--- src/rtl/link_seq_ctrl.sv ---
// link_seq_ctrl: bring-up / burst / fault sequencer for the transmit/receive link.
// Drives counter clear, counter enable and active-low converter enable toward the
// transmitter and counts receiver valid strobes during a burst.
// Optional build macro: LINK_SEQ_AUTO_RESTART_EN (DONE loops back to CLEAR).
module link_seq_ctrl #(
  parameter int unsigned CNT_W      = 16,
  parameter int unsigned CLR_CYCLES = 4,
  parameter int unsigned ARM_CYCLES = 5,
  parameter int unsigned BURST_LEN  = 16,
  parameter int unsigned TIMEOUT    = 32
) (
  input  logic             clk,
  input  logic             rst,
  input  logic             start,
  input  logic             abort,
  input  logic             clr_err,
  input  logic             valid,
  output logic             ctr_clr,
  output logic             ctr_en,
  output logic             conv_en_n,
  output logic             busy,
  output logic             done,
  output logic             err,
  output logic [2:0]       state,
  output logic [CNT_W-1:0] word_count
);

  typedef enum logic [2:0] {
    S_IDLE  = 3'd0,
    S_CLEAR = 3'd1,
    S_ARM   = 3'd2,
    S_RUN   = 3'd3,
    S_DONE  = 3'd4,
    S_FAULT = 3'd5
  } state_t;

  localparam logic [CNT_W-1:0] CLR_LAST   = CNT_W'(CLR_CYCLES - 1);
  localparam logic [CNT_W-1:0] ARM_LAST   = CNT_W'(ARM_CYCLES - 1);
  localparam logic [CNT_W-1:0] TO_LAST    = CNT_W'(TIMEOUT - 1);
  localparam logic             BURST_EN   = (BURST_LEN != 0);
  localparam logic [CNT_W-1:0] BURST_LAST = BURST_EN ? CNT_W'(BURST_LEN - 1) : '0;

  state_t           state_q, state_d;
  logic [CNT_W-1:0] phase_q, phase_d;   // cycles spent in CLEAR / ARM
  logic [CNT_W-1:0] to_q, to_d;         // consecutive RUN cycles without valid
  logic [CNT_W-1:0] wc_q, wc_d;
  logic             ctr_clr_q, ctr_clr_d;
  logic             ctr_en_q, ctr_en_d;
  logic             conv_en_n_q, conv_en_n_d;
  logic             busy_q, busy_d;
  logic             done_q, done_d;
  logic             err_q, err_d;

  // State, timers, word counter and registered outputs
  always_ff @(posedge clk) begin
    if (rst) begin
      state_q     <= S_IDLE;
      phase_q     <= '0;
      to_q        <= '0;
      wc_q        <= '0;
      ctr_clr_q   <= 1'b0;
      ctr_en_q    <= 1'b0;
      conv_en_n_q <= 1'b1;
      busy_q      <= 1'b0;
      done_q      <= 1'b0;
      err_q       <= 1'b0;
    end else begin
      state_q     <= state_d;
      phase_q     <= phase_d;
      to_q        <= to_d;
      wc_q        <= wc_d;
      ctr_clr_q   <= ctr_clr_d;
      ctr_en_q    <= ctr_en_d;
      conv_en_n_q <= conv_en_n_d;
      busy_q      <= busy_d;
      done_q      <= done_d;
      err_q       <= err_d;
    end
  end

  // Next state, phase/timeout timers and word count
  always_comb begin
    state_d = state_q;
    to_d    = '0;
    wc_d    = wc_q;
    unique case (state_q)
      S_IDLE: begin
        if (start) state_d = S_CLEAR;
      end
      S_CLEAR: begin
        if (abort)                    state_d = S_IDLE;
        else if (phase_q == CLR_LAST) state_d = S_ARM;
      end
      S_ARM: begin
        if (abort)                    state_d = S_IDLE;
        else if (phase_q == ARM_LAST) state_d = S_RUN;
      end
      S_RUN: begin
        if (abort) begin
          state_d = S_IDLE;
        end else if (valid) begin
          wc_d = (wc_q == '1) ? wc_q : wc_q + CNT_W'(1);
          if (BURST_EN && (wc_q == BURST_LAST)) state_d = S_DONE;
        end else if (to_q == TO_LAST) begin
          state_d = S_FAULT;
        end else begin
          to_d = to_q + CNT_W'(1);
        end
      end
      S_DONE: begin
`ifdef LINK_SEQ_AUTO_RESTART_EN
        state_d = abort ? S_IDLE : S_CLEAR;
`else
        state_d = S_IDLE;
`endif
      end
      S_FAULT: begin
        if (clr_err) state_d = S_IDLE;
      end
      default: state_d = S_IDLE;
    endcase

    // Phase timer restarts on every state change, so each phase counts from zero
    if ((state_d == state_q) && ((state_q == S_CLEAR) || (state_q == S_ARM)))
      phase_d = phase_q + CNT_W'(1);
    else
      phase_d = '0;

    if ((state_d == S_CLEAR) && (state_q != S_CLEAR)) wc_d = '0;
  end

  // Output decode from the next state so registered outputs line up with state
  always_comb begin
    ctr_clr_d   = 1'b0;
    ctr_en_d    = 1'b0;
    conv_en_n_d = 1'b1;
    busy_d      = 1'b0;
    done_d      = 1'b0;
    err_d       = 1'b0;
    unique case (state_d)
      S_CLEAR: begin
        ctr_clr_d = 1'b1;
        busy_d    = 1'b1;
      end
      S_ARM: begin
        ctr_en_d = 1'b1;
        busy_d   = 1'b1;
      end
      S_RUN: begin
        ctr_en_d    = 1'b1;
        conv_en_n_d = 1'b0;
        busy_d      = 1'b1;
      end
      S_DONE:  done_d = 1'b1;
      S_FAULT: err_d  = 1'b1;
      default: ;
    endcase
  end

  assign ctr_clr    = ctr_clr_q;
  assign ctr_en     = ctr_en_q;
  assign conv_en_n  = conv_en_n_q;
  assign busy       = busy_q;
  assign done       = done_q;
  assign err        = err_q;
  assign state      = state_q;
  assign word_count = wc_q;

endmodule

--- config.mk ---
export PLATFORM = sky130hd
export DESIGN_NAME = link_seq_ctrl
export DESIGN_NICKNAME = d
export VERILOG_FILES = /design/src/rtl/link_seq_ctrl.sv
export SDC_FILE = /design/constraint.sdc
export NUM_CORES = 1
export LEC_CHECK = 0
export CAP_MARGIN = 20
export CELL_PAD_IN_SITES_DETAIL_PLACEMENT = 1
export CELL_PAD_IN_SITES_GLOBAL_PLACEMENT = 1
export CORE_MARGIN = 4
export CORE_UTILIZATION = 42
export CTS_CLUSTER_SIZE = 20
export DETAILED_ROUTE_END_ITERATION = 8
export PLACE_DENSITY = 0.75
export SYNTH_ARGS = -nofsm -noshare
export SYNTH_HDL_FRONTEND = slang
export SYNTH_SLANG_ARGS = --single-unit
--- constraint.sdc ---
create_clock -name clk -period 2.03 [get_ports clk]
set_input_delay 0.609 -clock clk [delete_from_list [all_inputs] [get_ports clk]]
set_output_delay 0.609 -clock clk [all_outputs]
set_load 0.005 [all_outputs]
# Yosys cells after proc, flatten, opt, wreduce, memory -nomap -nowiden

Index checks and enable logic that the tools add are counted.

Logic and storage cells: 60
Register bits after elaboration: 57
Input port bits: 6

Bitwise gates (word level): 4
Reduce and logical (&&, ||, !) cells: 10
Multiplexer cells: 17
Add/subtract/negate cells: 3
Eq/ne operators: 16

Operator list:

| kind                                                                     | number |
|---|---|
| 16-bit by 1-bit adder with 16-bit output (second input constant)         | 3 |
| 3-bit two-way mux                                                        | 10 |
| 16-bit equality test (second input constant)                             | 1 |
| 16-bit by 2-bit equality test with 1-bit output (second input constant)  | 1 |
| 16-bit by 3-bit equality test with 1-bit output (second input constant)  | 1 |
| 16-bit by 4-bit equality test with 1-bit output (second input constant)  | 1 |
| 16-bit by 5-bit equality test with 1-bit output (second input constant)  | 1 |
| 3-bit one-hot mux with 5 select lines                                    | 1 |
| 3-bit by 2-bit equality test with 1-bit output (second input constant)   | 4 |
| 3-bit equality test (second input constant)                              | 3 |
| 3-bit by 1-bit equality test with 1-bit output (second input constant)   | 2 |
| 1-bit two-way mux                                                        | 6 |
| 2-bit OR reduction                                                       | 3 |
| 5-bit OR reduction                                                       | 1 |
| 1-bit inverter                                                           | 4 |
| 4-bit AND reduction                                                      | 1 |
| 3-bit equality test                                                      | 1 |
| 3-bit logical NOT                                                        | 1 |
| 3-bit by 1-bit inequality test with 1-bit output (second input constant) | 1 |
| 3-bit OR reduction                                                       | 1 |
| 1-bit logical AND                                                        | 2 |
| 1-bit logical OR                                                         | 1 |

# Depth between registers and ports, before layout

Depth in word-level cells: 9
Gate-level depth with buffers: 8
Mapped depth without buffers: 6

# Worst setup path after synthesis

No wires, ideal clock.

Path type: input to register
From: input port abort
To: register wc_q[12], in the netlist word_count[12]
Setup time: 0.128 ns
Arrival time: 1.752 ns
Cell stages on the path: 6
Setup slack: 0.150 ns
Data required time: 1.902 ns
Cell sequence: and4bb_2 clkbuf_1 nand3_1 nor4b_1 xnor2_1 nor2_1

Cells in the longest elaborated chain, start to end: 5

Ends and longest elaborated chain:

| item                                           | line       | source |
|---|---|---|
| start, declared                                | 15         | `input logic abort,` |
| 3-bit two-way mux (on tied branches)           | 99, 91, 95 |  |
| 3-bit one-hot mux with 5 select lines          | 86         | `unique case (state_q)` |
| 3-bit by 1-bit equality test with 1-bit output | 129        | `if ((state_d == S_CLEAR) && (state_q != S_CLEAR)) wc_d = '0;` |
| 1-bit logical AND                              | 129        |  |
| 2-bit OR reduction (no source line)            | n/a        |  |
| end signal, assigned                           | 71         | `wc_q <= wc_d;` |
| end, declared                                  | 46         | `logic [CNT_W-1:0] wc_q, wc_d;` |

Parallel ways exist; a longest one is shown, timed or not.
A chain may end at the register's enable or synchronous reset.

# Worst setup path in the final report

From: register state_q[2], in the netlist state[2]
To: output port state[2]

RTL lines:

| item                   | line | source |
|---|---|---|
| start, declared        | 43   | `state_t state_q, state_d;` |
| start signal, assigned | 68   | `state_q <= state_d;` |
| end, declared          | 24   | `output logic [2:0] state,` |

No word-level cell between the ends.

==> results.toml <==
[critical_path]
end_kind = "output pin"
path_class = "register to output pin"
cp_data_arrival_time_ns = 1.38
worstReg2RegStart = "word_count[4]$_SDFFE_PP0P_"
cp.depth = 1
cp_cell_sequence = "clkdlybuf4s50_1"
crit_family = "buffers and inverters"
r2r_slack_ns = 0.08
critPathBufInv = 1
cp.required_ns = 1.42
rr_endpoint = "busy$_SDFF_PP0_"
cp-start-kind = "register"
r2r_cells = 5
cpMaxStageDelayCell = "clkdlybuf4s50_1"
cpPeakStageDelay_ns = 0.57
crit_fanout = 7

[floorplanning]
pin_count = 31
rows = 28
die_width_microns = 88.1
initial_core_util_pct = 44.4
dieArea_sq_um = 7750
core_area_sq_um = 6060
die_h_microns = 88.1

[timing]
fmax_mhz = 502
setup_ws_ns = 0.0364
rsz0062_at_grt = "no"
min_period_over_period_pct = 98.2
finalSetupViolations = 0
worst_slew_pin_slew_ns = 0.555
skew_ns = 0.00781
tns_ns = 0
slew_viol_final = 0
relSlewSlack_pct = 62.7
period_needed_ns = 1.99
finalHoldViolCount = 0

[yosys]
synth_ff_type = "dfxtp_1"
yosysUniqueCellTypes = 43
netlist.area_leader.share_pct = 42.4
syn_inst = 301
ys_seq_elements = 57
synth_top_area_cell = "dfxtp_1"
synth-edff-count = 0
syn_avg_cell_area_sq_um = 8.94
yosys_warnings = 0
syn_area_sq_um = 2690
ys_async_sr_fraction_pct = 0
yosysSeqAreaShare_pct = 42.4
synth_most_common_cell = "dfxtp_1"
synth.area.top_cells = "dfxtp_1 42%, xnor2_1 7.5%, nor2_1 5.4%"
ys_top_cells_by_count = "57 x dfxtp_1, 39 x nor2_1, 23 x xnor2_1"
syn_nets = 311

[routing]
dr_total_vias = 2397
wirelength_microns = 7320
drtPass1Iterations = 5
drcViolationCount = 0
viasPerCell = 5.42
drt_iter0_drc = 79
post_drt_wl_per_cell_microns = 16.6
ant_nets = 0

[cells_and_area]
fillers = 710
syn2layout_area_growth_pct = 33.2
final_layout_size_suffix_gt1_share_pct = 20.7
postLayoutCellArea_sq_um = 3580
utilization_pct = 59.1
final_nets = 372
diodes = 0

[cts]
clockRootBuffer = "clkbuf_8"
clkTransAtPathRegs_ns = 0.07
clk_latency_ns = 0.34
clockBufferDepth = 2
htreeDepth = 3
cts.sinks = 57
cts_made_buffers = 9
cts_tree = "built"

[global_route]
grt.overflow.total = 0
antenna_found_initial = 0
grt_max_degree = 17
grt_pass1_vias = 2580
grt.total_usage_pct = 20.7
grt_pass1_wl_microns = 12500

[power]
vdd.ir_drop.worst_uv = 556
cellPowerDensity_nw_per_um2 = 679
power.leakage_nw = 1.20
finalPower_mw = 2.43

[placement]
dpl.hpwl_microns = 5030
postPlaceCellArea_sq_um = 3300
place.gp.congestion = 0.778
place_ws_ns = -0.403
io_buffers = 30

[hold_path]
min_from = "to_q[0]$_SDFF_PP0_"
holdCritPathClass = "register to register"
hold_end = "to_q[0]$_SDFF_PP0_"
whs_path_depth = 1

[status]
status = "completed"

[flow_run]
cap_violations = 0
==> layer usage <==
layer,vias to the layer above,GRT usage [%],part of all wire [%]
met5,-,0,0
met3,14,3.10,2.6
met2,38,34.9,49
li1,1179,-,-
met1,1166,26.2,47
met4,0,9.48,2.1
==> cells in the final DEF (no fill, tap or decap), types with 3 or more instances in the layout <==
cell / instances
a21oi_1: 11
a21oi_2: 9
and2_1: 3
and3_1: 7
and4_1: 4
buf_12: 4
buf_4: 28
clkbuf_8: 11
clkdlybuf4s50_1: 29
dfxtp_1: 55
ha_1: 3
inv_1: 8
nand2_1: 16
nand3_1: 19
nand4_1: 8
nor2_1: 38
nor2b_1: 3
nor3_1: 13
nor3b_1: 6
nor4_1: 8
o21ai_0: 5
or3_1: 4
xnor2_1: 23
xor2_1: 16
==> per-stage QoR <==
step | hold slack (ns) | instances
detailed placement | 0.461 | 425
floorplan | 0.430 | 301
finish | 0.464 | 442
CTS | 0.472 | 442
global placement | 0.448 | 425
global route | 0.491 | 442
==> where the power goes <==
part | internal, mW | total (mW) | switching (mW) | leakage, nW
sequential | 1.12 | 1.13 | 0.00341 | 0.461
combinational | 0.0499 | 0.0937 | 0.0438 | 0.627
clock | 0.753 | 1.21 | 0.460 | 0.115
total | 1.93 | 2.43 | 0.507 | 1.20
==> worst max path at each step <==
stage | start | end | slack [ns]
6_report | state[2]$_SDFF_PP0_ | state[2] | 0.04
2_1_floorplan | abort | word_count[12]$_SDFFE_PP0P_ | 0.15
3_3_place_gp | abort | word_count[5]$_SDFFE_PP0P_ | -0.31
5_1_grt | word_count[10]$_SDFFE_PP0P_ | word_count[10] | 0.01
3_5_place_dp | abort | word_count[5]$_SDFFE_PP0P_ | -0.40
4_1_cts | word_count[0]$_SDFFE_PP0P_ | busy$_SDFF_PP0_ | 0.001
==> cell type report <==
class / count / area, sq um / share of cell area, %
inverters: 8 / 30.0 / 0.838
repair buffers: 62 / 593 / 16.5
well taps: 75 / 93.8 / 2.62
multi-input cells: 224 / 1500 / 41.7
clock inverters: 5 / 77.6 / 2.16
clock buffers: 11 / 151 / 4.22
flip-flops and latches: 57 / 1140 / 31.9
==> kinds of logic (layout without fill, tap and decap cells) <==
family	after synthesis	after routing	synth area share [%]
xor gates and xnor gates	39	39	12.7
and+or+nand+nor	143	143	28.3
AOI/OAI and AO/OA	38	38	10.9
adders and majority gates	4	4	1.86
buffers and inverters	20	86	3.86
DFF	57	57	42.4
==> flip-flops by register name (all words and copies together) (netlist names) <==
name,cells
word_count,16
ctr_en,1
state,3
done,1
to_q,16
phase_q,16
err,1
conv_en_n,1
ctr_clr,1
busy,1
==> timing repair <==
action                                  in CTS  in global routing
gates resized for setup                      3                  9
pin swaps                                    1                  1
setup buffers                                1                  0
hold buffers                                 0                  0
endpoints found under the setup margin       4                 23
No activity file was read; power rests on OpenSTA's default activity.
==> RTL edit (same settings) <==
Register the output `word_count` once more, without a reset; this adds one clock of latency there. The other outputs are not delayed to match.
--- a/src/rtl/link_seq_ctrl.sv
+++ b/src/rtl/link_seq_ctrl.sv
@@ -166,3 +166,5 @@
   assign state      = state_q;
-  assign word_count = wc_q;
+  always_ff @(posedge clk) begin
+    word_count <= wc_q;
+  end
 
Formal check against the unedited RTL: no difference found for any inputs over 10 cycles, from zero or initial values and one cycle with rst high; that may be too few to reach the edited logic, so the function may still have changed.
==> RTL edit against the unedited design <==
- final area grew 9.8%
- final cell count rose by 11%
- routed wire length down 0.94%
- combinational power decreased by 13%
- worst setup slack gained 15 ps
- synthesized area increased by 10%
- power grew 16%
- sequential cell count is 16 higher
- sequential share of layout area rose by 5.4 points
- die area is 9.3% higher
- register-to-register slack worse by 30 ps
- clock skew increased by 1.1 ps
==> RTL edit: results (changes against the unedited design) <==
- Hold_sp: wc_q[14]
- DR WL met2: 3690 microns (+3.8%)
- Status: finished, final reports clean
- Filler cell count: 796 (+12%)
- Place WS: -425 ps (-22.0 ps)
- Slowest cell delay on critical path: 500 ps (-70 ps)
- DR iter-0 viols: 83 (+5.1%)
- GRT Total Usage: 18.0% (-2.8 points)
- Post-Syn Instances: 322 (+7.0%)
- DR WL/cell: 14.8 microns (-10%)
- First-pass GRT wire length: 12200 microns (-2.2%)
- Slowest-stage cell, CP: or4_4
- Syn nets: 332 (+6.8%)
- Vias per inst: 5.14 (-5.2%)
- Gp weighted congestion: 0.793 (+1.9%)
- Post-CTS Setup Bufs: 0 (-1)
- Grt met2 use: 31.7% (-3.2 points)
- Vias in the first global route: 2598 (+0.70%)
- M3 GR Usage: 4.84% (+1.7 points)
- Routed metal-1 wirelength: 3190 microns (-6.6%)
- Hpwl dp: 5150 microns (+2.5%)
- Synth area leaders: dfxtp_1 (49%), nor2_1 (7.5%), xnor2_1 (6.5%)
- Netlist cell types: 46 (+7.0%)
- Reg2Reg Setup Slack: 50 ps (-30 ps)
- Via count: 2514 (+4.9%)
- CP arrival: 2270 ps (+890 ps)
- Cell Area, Placed: 0.00359 sq mm (+8.7%)
- Peak supply drop: 0.000398 V (-28%)
- Crit path max fanout: 6 (-1)
==> RTL edit: cell count changes after synthesis, moves of 3 or more <==
cell | before | now
nand2_1 | 16 | 23
nand3_1 | 19 | 10
a21oi_2 | 9 | 0
or4_1 | 0 | 3
nand4_1 | 8 | 16
nor2_1 | 39 | 59
a21oi_1 | 11 | 5
nor3_1 | 14 | 10
dfxtp_1 | 57 | 73
==> RTL edit: layout make-up <==
class                   instances  area [sq um]  area share [%]
inverters                       6          22.5           0.572
multi-input cells             235          1530            39.0
clock buffers                  10           138            3.50
repair buffers                 63           563            14.3
clock inverters                 6          90.1            2.29
flip-flops and latches         73          1470            37.3
well taps                      96           120            3.05
==> RTL edit: worst max path at each step <==
stage	start	endpoint	slack, ps
floorplan	phase_q[5]	phase_q[10]	150
global placement	abort	wc_q[14]	-340
detailed placement	abort	wc_q[10]	-430
CTS	abort	wc_q[10]	5
global route	phase_q[13]	busy	-30
finish	phase_q[14]	done	50
==> RTL edit: cells by family after synthesis <==
group / synth area share (%)
DFF: 49.3
AOI/OAI and AO/OA: 5.48
buffers and inverters: 1.98
and+or+nand+nor: 30.1
xor gates and xnor gates: 11.5
adders and majority gates: 1.69
==> RTL edit: power breakdown <==
group	internal (W)	leakage [nW]	switching (W)
Clock	0.000729	0.113	0.000563
Sequential	0.00144	0.591	0.00000546
Combinational	0.0000427	0.677	0.0000385
Total	0.00221	1.38	0.000607
==> RTL edit: worst reg2reg max path, delay by kind of cell (launching register included) <==
kind / cells / cell delay [ps]
simple gates: 3 / 960
compound gates: 2 / 610
flops: 1 / 350
==> RTL edit: per-stage QoR <==
stage	hold slack, ps	util [%]
final	412	57.6
after detailed placement	396	52.5
after CTS	411	56.1
after floorplan	375	-
after global routing	426	57.6
after global placement	406	52.5
